### config.mk
export PLATFORM = sky130hd
export DESIGN_NAME = fpu_arbiter
export DESIGN_NICKNAME = d
export VERILOG_FILES = /design/src/rtl/fpu_arbiter.sv
export SDC_FILE = /design/constraint.sdc
export NUM_CORES = 1
export LEC_CHECK = 0
export ABC_CLOCK_PERIOD_IN_PS = 3500
export BUFFER_PORTS_ARGS = -buffer_cell sky130_fd_sc_hd__buf_2
export CAP_MARGIN = 5
export CORE_ASPECT_RATIO = 1.25
export CORE_MARGIN = 2
export CORE_UTILIZATION = 54
export CTS_BUF_LIST = sky130_fd_sc_hd__clkbuf_4 sky130_fd_sc_hd__clkbuf_8
export DETAILED_ROUTE_END_ITERATION = 10
export MAX_ROUTING_LAYER = met4
export PLACE_DENSITY = 0.83
export SLEW_MARGIN = 20
export SYNTH_ARGS = -nofsm -noshare
export SYNTH_HDL_FRONTEND = slang
export SYNTH_SLANG_ARGS = --single-unit
### constraint.sdc
create_clock -name clk -period 3.5 [get_ports clk]
set_input_delay 1.05 -clock clk [delete_from_list [all_inputs] [get_ports clk]]
set_output_delay 1.05 -clock clk [all_outputs]
set_load 0.01 [all_outputs]
### src/rtl/fpu_arbiter.sv
`default_nettype none
// ============================================================================
// Module   : fpu_arbiter
// Brief    : Round-robin issue of two requesters onto one shared FP ALU,
//            with a tag pipeline and a credit-checked, id-tagged result FIFO.
// Revision : 1.0
// ============================================================================
module fpu_arbiter #(
    parameter int ALU_LAT     = 2,
    parameter int RFIFO_DEPTH = 4
) (
    input  logic        clk,
    input  logic        rst_n,
    input  logic        req0_valid,
    output logic        req0_ready,
    input  logic [1:0]  req0_op,
    input  logic [31:0] req0_a,
    input  logic [31:0] req0_b,
    input  logic        req1_valid,
    output logic        req1_ready,
    input  logic [1:0]  req1_op,
    input  logic [31:0] req1_a,
    input  logic [31:0] req1_b,
    output logic [31:0] alu_a,
    output logic [31:0] alu_b,
    output logic [1:0]  alu_op,
    input  logic [31:0] alu_o,
    output logic        resp_valid,
    input  logic        resp_ready,
    output logic        resp_id,
    output logic [31:0] resp_data,
    output logic        busy
);
    localparam int c_PTR_W = (RFIFO_DEPTH > 1) ? $clog2(RFIFO_DEPTH) : 1;
    localparam int c_CNT_W = $clog2(RFIFO_DEPTH + ALU_LAT + 1);

    logic [ALU_LAT-1:0]  r_tagValid;
    logic [ALU_LAT-1:0]  r_tagId;
    logic [31:0]         r_fifoData [RFIFO_DEPTH];
    logic                r_fifoId   [RFIFO_DEPTH];
    logic [c_PTR_W-1:0]  r_wrPtr;
    logic [c_PTR_W-1:0]  r_rdPtr;
    logic [c_CNT_W-1:0]  r_count;
    logic                r_lastGrant;

    logic [c_CNT_W-1:0]  w_tagCnt;
    logic [c_CNT_W-1:0]  w_outstanding;
    logic                w_issueOk;
    logic                w_grant0;
    logic                w_grant1;
    logic                w_push;
    logic                w_pop;

    always_comb begin
        w_tagCnt = '0;
        for (int i = 0; i < ALU_LAT; i++) begin
            w_tagCnt = w_tagCnt + c_CNT_W'(r_tagValid[i]);
        end
    end

    // Ops still in the ALU already own a FIFO slot, so the credit covers both.
    assign w_outstanding = w_tagCnt + r_count;
    assign w_issueOk     = w_outstanding < c_CNT_W'(RFIFO_DEPTH);

    assign w_grant0   = req0_valid & (~req1_valid | r_lastGrant);
    assign w_grant1   = req1_valid & (~req0_valid | ~r_lastGrant);
    assign req0_ready = rst_n & w_issueOk & w_grant0;
    assign req1_ready = rst_n & w_issueOk & w_grant1;

    assign w_push     = r_tagValid[ALU_LAT-1];
    assign w_pop      = resp_valid & resp_ready;

    assign resp_valid = (r_count != '0);
    assign resp_data  = r_fifoData[r_rdPtr];
    assign resp_id    = r_fifoId[r_rdPtr];
    assign busy       = (w_outstanding != '0);

    always_ff @(posedge clk) begin
        if (!rst_n) begin
            alu_a       <= '0;
            alu_b       <= '0;
            alu_op      <= 2'b00;
            r_tagValid  <= '0;
            r_tagId     <= '0;
            r_wrPtr     <= '0;
            r_rdPtr     <= '0;
            r_count     <= '0;
            r_lastGrant <= 1'b1;
        end else begin
            if (req0_ready) begin
                alu_a       <= req0_a;
                alu_b       <= req0_b;
                alu_op      <= req0_op;
                r_lastGrant <= 1'b0;
            end else if (req1_ready) begin
                alu_a       <= req1_a;
                alu_b       <= req1_b;
                alu_op      <= req1_op;
                r_lastGrant <= 1'b1;
            end
            r_tagValid[0] <= req0_ready | req1_ready;
            r_tagId[0]    <= req1_ready;
            for (int i = 1; i < ALU_LAT; i++) begin
                r_tagValid[i] <= r_tagValid[i-1];
                r_tagId[i]    <= r_tagId[i-1];
            end
            if (w_push) begin
                r_wrPtr <= (r_wrPtr == c_PTR_W'(RFIFO_DEPTH - 1)) ? '0 : r_wrPtr + 1'b1;
            end
            if (w_pop) begin
                r_rdPtr <= (r_rdPtr == c_PTR_W'(RFIFO_DEPTH - 1)) ? '0 : r_rdPtr + 1'b1;
            end
            r_count <= r_count + c_CNT_W'(w_push) - c_CNT_W'(w_pop);
        end
    end

    // Storage needs no reset: occupancy alone decides what is visible.
    always_ff @(posedge clk) begin
        if (w_push) begin
            r_fifoData[r_wrPtr] <= alu_o;
            r_fifoId[r_wrPtr]   <= r_tagId[ALU_LAT-1];
        end
    end
endmodule
`default_nettype wire

==> run_results.csv, run 1 <==
group,metric,value,unit
status,status,"completed",
setup_path,path_max_fanout,7,
placement,gp_congestion,0.821,
detailed_routing,firstDrtPassIters,6,
sta,worst_slew_pin_slew,881,ps
die,die_w,122,um
cts,cts_tree,"yes",
sta,fin_crit,3330,ps
final_layout,area_growth,22.1,%
pwr,combPwrFrac,0.287,
setup_path,crit_chain,"inv_1 -> fa_1 -> inv_1 -> ha_2 -> xor2_4 -> nor3_1 -> buf_2",
placement,port_buffers,271,
job,maxCapViolCount,0,
logic_synthesis,ys_ff_latch,212,
logic_synthesis,synth_top_cell_area_share,0.421,
final_layout,fillers,1345,
worst_hold_path,min_path_type,"reg -> reg",
setup_path,worst_ep_arrival_time,2280,ps
grt,grt_max_degree,133,
sta,setup_viol,0,
detailed_routing,drt_iter0_markers,340,
grt,overflow,0,
logic_synthesis,synth_largest_area_cell,"edfxtp_1",
logic_synthesis,yosysMostFrequentCell,"edfxtp_1",
sta,drv_slew,0,
detailed_routing,wl_per_cell,20.1,um
logic_synthesis,netlist_instances,731,
logic_synthesis,synth_common_cells,"edfxtp_1, dfxtp_1, nand2_1",
die,pin_count,272,
die,start_util,0.545,
sta,max_freq,300,MHz
logic_synthesis,syn-cell-area,0.00942,mm^2
sta,post-route-period-util,0.951,
die,core_region_area,0.0173,mm^2
logic_synthesis,synth_nets,910,
sta,fin_worst_skew,13.8,ps
grt,grt.total_usage,0.259,
setup_path,worstSetupPathType,"reg -> out",
pwr,p_leak,0.00433,uW
cts,insertion_delay,530,ps
pwr,seq_power_share,0.427,
final_layout,layout-drive-gt1-share,0.404,
setup_path,worstPathRequired,2450,ps
detailed_routing,drc,0,
logic_synthesis,synthTopCellsByArea,"edfxtp_1, dfxtp_1, mux4_2, a311oi_1, o31ai_1",
logic_synthesis,ys_seq_area_frac,0.591,
cts,path_clk_slew,60,ps
sta,rsz0062_at_grt,"false",
cts,cts-htree-levels,1,
detailed_routing,postRouteAntennaNets,0,
detailed_routing,num_vias,7418,
setup_path,slowest_stage,"dfxtp_2",
sta,timing.setup.tns,0,ps
pwr,power.density,617,mW/mm^2
die,die_y,152,um
grt,grt_pass1_wl,36700,um
die,die_area,0.0185,mm^2
pwr,clockPowerShare,0.286,
cts,postCtsSetupRepairBufs,0,
logic_synthesis,synthArstFlopShare,0,
die,core.rowCount,54,
sta,finalHoldViolations,0,
pwr,peakVddDrop,0.392,mV
logic_synthesis,synth_edf_count,132,
grt,grt_pass1_vias,7105,
sta,slew_headroom,0.413,
logic_synthesis,ys_warn_count,0,
cts,cts_sinks,212,
final_layout,postLayoutCoreUtil,0.665,
final_layout,seq_area,0.00557,mm^2
setup_path,cp_slowest_stage_delay,380,ps
setup_path,crit_top_cell,"inv_1",
final_layout,nets,1132,
grt,antenna_found_initial,5,
setup_path,end_kind,"output pin",
pwr,p_sw,2210,uW
setup_path,cp-start-kind,"flop",
detailed_routing,via_per_inst,6.16,
detailed_routing,wirelength,24200,um
pwr,swShare,0.312,
logic_synthesis,avgSynthCellArea,12.9,um^2
placement,dp_hpwl,15600,um
cts,numCtsBuffers,31,
logic_synthesis,synth_flop_cell,"edfxtp_1",
final_layout,finalInstanceArea,0.0115,mm^2
cts,cts_root_buf,"clkbuf_8",
pwr,p_int,4880,uW
placement,place_area,0.0108,mm^2
logic_synthesis,synth.distinct_cells,32,
cts,clock_path_buffers,3,
final_layout,multi_input_area,0.00342,mm^2
[stage by stage]
step	setup slack [ps]	instances	total power [uW]	hold slack, ps
2_1_floorplan	333	731	4440	412
3_3_place_gp	598	1144	5090	436
3_5_place_dp	565	1144	5130	433
4_1_cts	50.5	1200	7150	449
5_1_grt	2.83	1205	7450	502
6_report	172	1205	7100	450
[layout by cell type, fill, tap and decap left out, types with 2 or more instances in the layout]
cell type	instances
nor3_1	2
or4_1	66
a31oi_1	66
buf_12	5
a311oi_1	59
clkinv_1	3
nand2_1	69
inv_1	9
mux2i_1	2
dfxtp_2	2
nor2_1	8
and2_1	3
clkbuf_8	36
buf_2	271
and2_2	4
dfxtp_1	78
diode_2	5
edfxtp_1	132
clkbuf_4	13
ha_1	7
or3_1	3
clkinv_2	4
buf_4	11
a21oi_1	2
a311oi_2	7
fa_1	2
mux4_2	33
o31ai_1	67
[power groups by stage]
stage | clock, uW | combinational, uW | sequential, uW
global route | 2170 | 2230 | 3050
floorplan | 0 | 1320 | 3120
global placement | 0 | 2020 | 3070
CTS | 2060 | 2050 | 3030
finish | 2030 | 2040 | 3030
detailed placement | 0 | 2050 | 3080
[logic make-up after synthesis]
kind of cell | after synthesis | synth area share
compound gates | 202 | 0.165
fa+ha+maj | 10 | 0.0149
xor+xnor | 3 | 0.00359
flops | 212 | 0.591
buf+inv | 108 | 0.0502
simple gates | 161 | 0.0947
mux | 35 | 0.0810
[per-layer routing]
metal  part of all wire  track usage  wire length (um)
met3              0.085       0.0539              2050
met2               0.50        0.425             12000
met1               0.39        0.324              9370
met4              0.030       0.0862               732
met5                  0            -                 0
[repair_timing]
item | 4_1_cts | 5_1_grt
setup endpoints to repair | 2 | 2
resized for setup | 1 | 1
hold buffers | 0 | 0
[worst paths after layout]
| check | start | end | cells past startpoint | slack, ps |
|---|---|---|---|---|
| min reg2reg | r_tagId[0] | r_tagId[1] | 1 | 450 |
| max reg2reg | r_tagValid[1] | alu_a[10] | 9 | 810 |
| min | r_tagId[0] | r_tagId[1] | 1 | 450 |
| max | r_tagValid[1] | req0_ready | 7 | 170 |
[state kept, by name, indices dropped and copies added, names as in the netlist, named ones only]
name / cells
r_fifoData: 128
alu_a: 32
alu_b: 32
r_fifoId: 4
r_count: 3
alu_op: 2
r_rdPtr: 2
r_tagId: 2
r_tagValid: 2
r_wrPtr: 2
r_lastGrant: 1
[cell type report]
class,count,share of cell area
inverter,10,0.00337
antenna,5,0.00109
multi-input combinational,411,0.297
tap,224,0.0244
clock inverter,7,0.00489
clock buffer,49,0.0515
sequential,212,0.484
timing repair buffer,287,0.134
[worst max-delay path, delay by kind of cell, from the launching register on]
| family | cells | cell delay, ps |
|---|---|---|
| buffers and inverters | 3 | 350 |
| AND/OR/NAND/NOR | 1 | 270 |
| flip-flops | 1 | 380 |
| XOR/XNOR | 1 | 100 |
| adder cells (fa/ha/maj) | 2 | 640 |
No activity file was read; power rests on OpenSTA's default activity.
==> run 2: changes to the inputs <==
==> config.mk (replaced) <==
export PLATFORM = sky130hd
export DESIGN_NAME = fpu_arbiter
export DESIGN_NICKNAME = d
export VERILOG_FILES = /design/src/rtl/fpu_arbiter.sv
export SDC_FILE = /design/constraint.sdc
export NUM_CORES = 1
export LEC_CHECK = 0
export ABC_CLOCK_PERIOD_IN_PS = 3700
export CAP_MARGIN = 5
export CORE_ASPECT_RATIO = 1.25
export CORE_MARGIN = 2
export CORE_UTILIZATION = 65
export CTS_BUF_LIST = sky130_fd_sc_hd__clkbuf_4 sky130_fd_sc_hd__clkbuf_8
export DETAILED_ROUTE_END_ITERATION = 10
export DONT_BUFFER_PORTS = 1
export MAX_ROUTING_LAYER = met4
export PLACE_DENSITY = 0.81
export SLEW_MARGIN = 20
export SYNTH_ARGS = -nofsm -noshare
export SYNTH_HDL_FRONTEND = slang
export SYNTH_SLANG_ARGS = --single-unit
==> constraint.sdc (replaced) <==
create_clock -name clk -period 3.7 [get_ports clk]
set_input_delay 1.11 -clock clk [delete_from_list [all_inputs] [get_ports clk]]
set_output_delay 1.11 -clock clk [all_outputs]
set_load 0.01 [all_outputs]
==> run 2 against run 1 <==
  * Final area is 13% lower
  * Total power is 12% lower
  * Sequential share of layout area up 7.1 points
  * Die area shrank 16%
  * Final cell count shrank 27%
  * Clock power fell by 11%
  * Routed wire length fell by 8.4%
  * Clock skew up 10 ps
==> run_results.csv, run 2 (synthesis results as in run 1) <==
group,metric,value,unit
status,status,"completed",
final_layout,final_common_cell,"edfxtp_1",
die,die_area,0.0155,mm^2
cts,postCtsHoldBufs,0,
final_layout,layout-drive-gt1-share,0.157,
detailed_routing,wirelength,22200,um
die,pin_count,272,
job,maxCapViolCount,0,
die,start_util,0.660,
sta,fin_worst_skew,24.0,ps
cts,cts_tree,"yes",
final_layout,n_antenna_cell,0,
detailed_routing,drc,0,
pwr,peakVddDrop,0.378,mV
sta,drv_slew,0,
sta,finalHoldViolations,0,
detailed_routing,firstDrtPassIters,5,
final_layout,postLayoutCoreUtil,0.703,
setup_path,end_kind,"output pin",
final_layout,regMostFlops,"r_fifoData",
sta,setup_viol,0,
die,core_region_area,0.0143,mm^2
detailed_routing,num_vias,6508,
grt,grt_pass1_wl,34000,um
detailed_routing,via_per_inst,7.37,
final_layout,largest_reg_flops,128,
placement,port_buffers,0,
die,core.rowCount,49,
grt,overflow,0,
sta,post-route-period-util,0.955,
final_layout,largestRegisters,"r_fifoData (128), alu_a (32), alu_b (32)",
final_layout,nets,860,
grt,grt.total_usage,0.281,
setup_path,worst_ep_arrival_time,2420,ps
detailed_routing,postRouteAntennaNets,0,
grt,grt_max_degree,133,
sta,fin_crit,3530,ps
sta,slew_headroom,0.486,
pwr,p_total,6270,uW
cts,insertion_delay,540,ps
final_layout,area_growth,6.56,%
pwr,p_leak,0.00315,uW
cts,clock_path_buffers,3,
worst_hold_path,min_path_type,"reg -> reg",
placement,gp_congestion,0.832,
die,die_w,112,um
placement,dp_hpwl,14100,um
setup_path,worstSetupPathType,"reg -> out",
placement,place_area,0.00939,mm^2
sta,rsz0062_at_grt,"false",
cts,numCtsBuffers,30,
placement,place_ws,376,ps
detailed_routing,wl_per_cell,25.1,um
sta,max_freq,283,MHz
sta,fin_ws,166,ps
cts,path_clk_slew,60,ps
sta,timing.setup.tns,0,ps
setup_path,cp-start-kind,"flop",
cts,cts_sinks,212,
grt,antenna_found_initial,0,
die,die_y,139,um
cts,cts_root_buf,"clkbuf_8",
grt,grt_pass1_vias,6226,
pwr,power.density,624,mW/mm^2
final_layout,final_cell_mix,"edfxtp_1, dfxtp_1, nand2_1, o31ai_1",
detailed_routing,drt_iter0_markers,496,
sta,worst_slew_pin_slew,771,ps
setup_path,path_max_fanout,11,
setup_path,worstPathRequired,2590,ps
final_layout,finalInstanceArea,0.0100,mm^2
cts,cts-htree-levels,1,
## run 2: changes by cell type in the layout (fill, tap and decap cells not counted), moves of 2 or more
cell,delta
clkbuf_8,-5
and2_2,-4
clkinv_2,+3
clkinv_1,+8
buf_12,-2
diode_2,-5
and2_1,+4
buf_2,-271
clkbuf_4,-8
## run 2: area by class of cell
class	count	area (um^2)
Tap cell	178	223
Fill cell	934	4240
Multi-Input combinational cell	412	3460
Sequential cell	212	5570
Clock buffer	36	464
Inverter	10	38.8
Clock inverter	20	139
Timing Repair Buffer	15	150
## run 2: repair_timing
item / 4_1_cts / 5_1_grt
cloned: 0 / 1
buffers inserted: 0 / 0
gates resized for setup: 2 / 2
setup endpoints to repair: 2 / 2
pin swaps: 1 / 1
## run 2: worst paths after layout
| path | from | to | slack, ps | depth (start not counted) |
|---|---|---|---|---|
| setup / recovery | r_tagValid[1] | req1_ready | 170 | 7 |
| hold / removal | r_tagId[0] | r_tagId[1] | 440 | 1 |
| setup reg to reg | r_tagValid[1] | alu_a[8] | 900 | 8 |
| hold reg to reg | r_tagId[0] | r_tagId[1] | 440 | 1 |
## run 2: critical path: stages (launching register included)
cell,delay (ps)
dfxtp_1,430
inv_1,130
fa_1,400
inv_1,100
ha_4,230
xnor2_4,220
nand3_1,160
nor2_1,210
## run 2: per-stage QoR
step | hold WS [ps] | std cells
finish | 439 | 883
global route | 464 | 883
CTS | 445 | 882
detailed placement | 432 | 826
global placement | 434 | 826
floorplan | 412 | 731
## run 2: power breakdown
group	internal (uW)	total, uW	leakage (uW)	switching (uW)
Clock	971	1810	0.000315	836
Sequential	2740	2990	0.00186	254
Combinational	564	1470	0.000982	904
Total	4270	6270	0.00315	1990
## run 2: layer usage
metal  wire [um]  up-vias  part of all wire  track usage
li1            -     2891                 -            -
met1        8130     3149              0.37        0.355
met2       10700      400              0.48        0.436
met3        2430       68              0.11       0.0774
met4         901        0             0.041        0.110
met5           0        -                 0            -
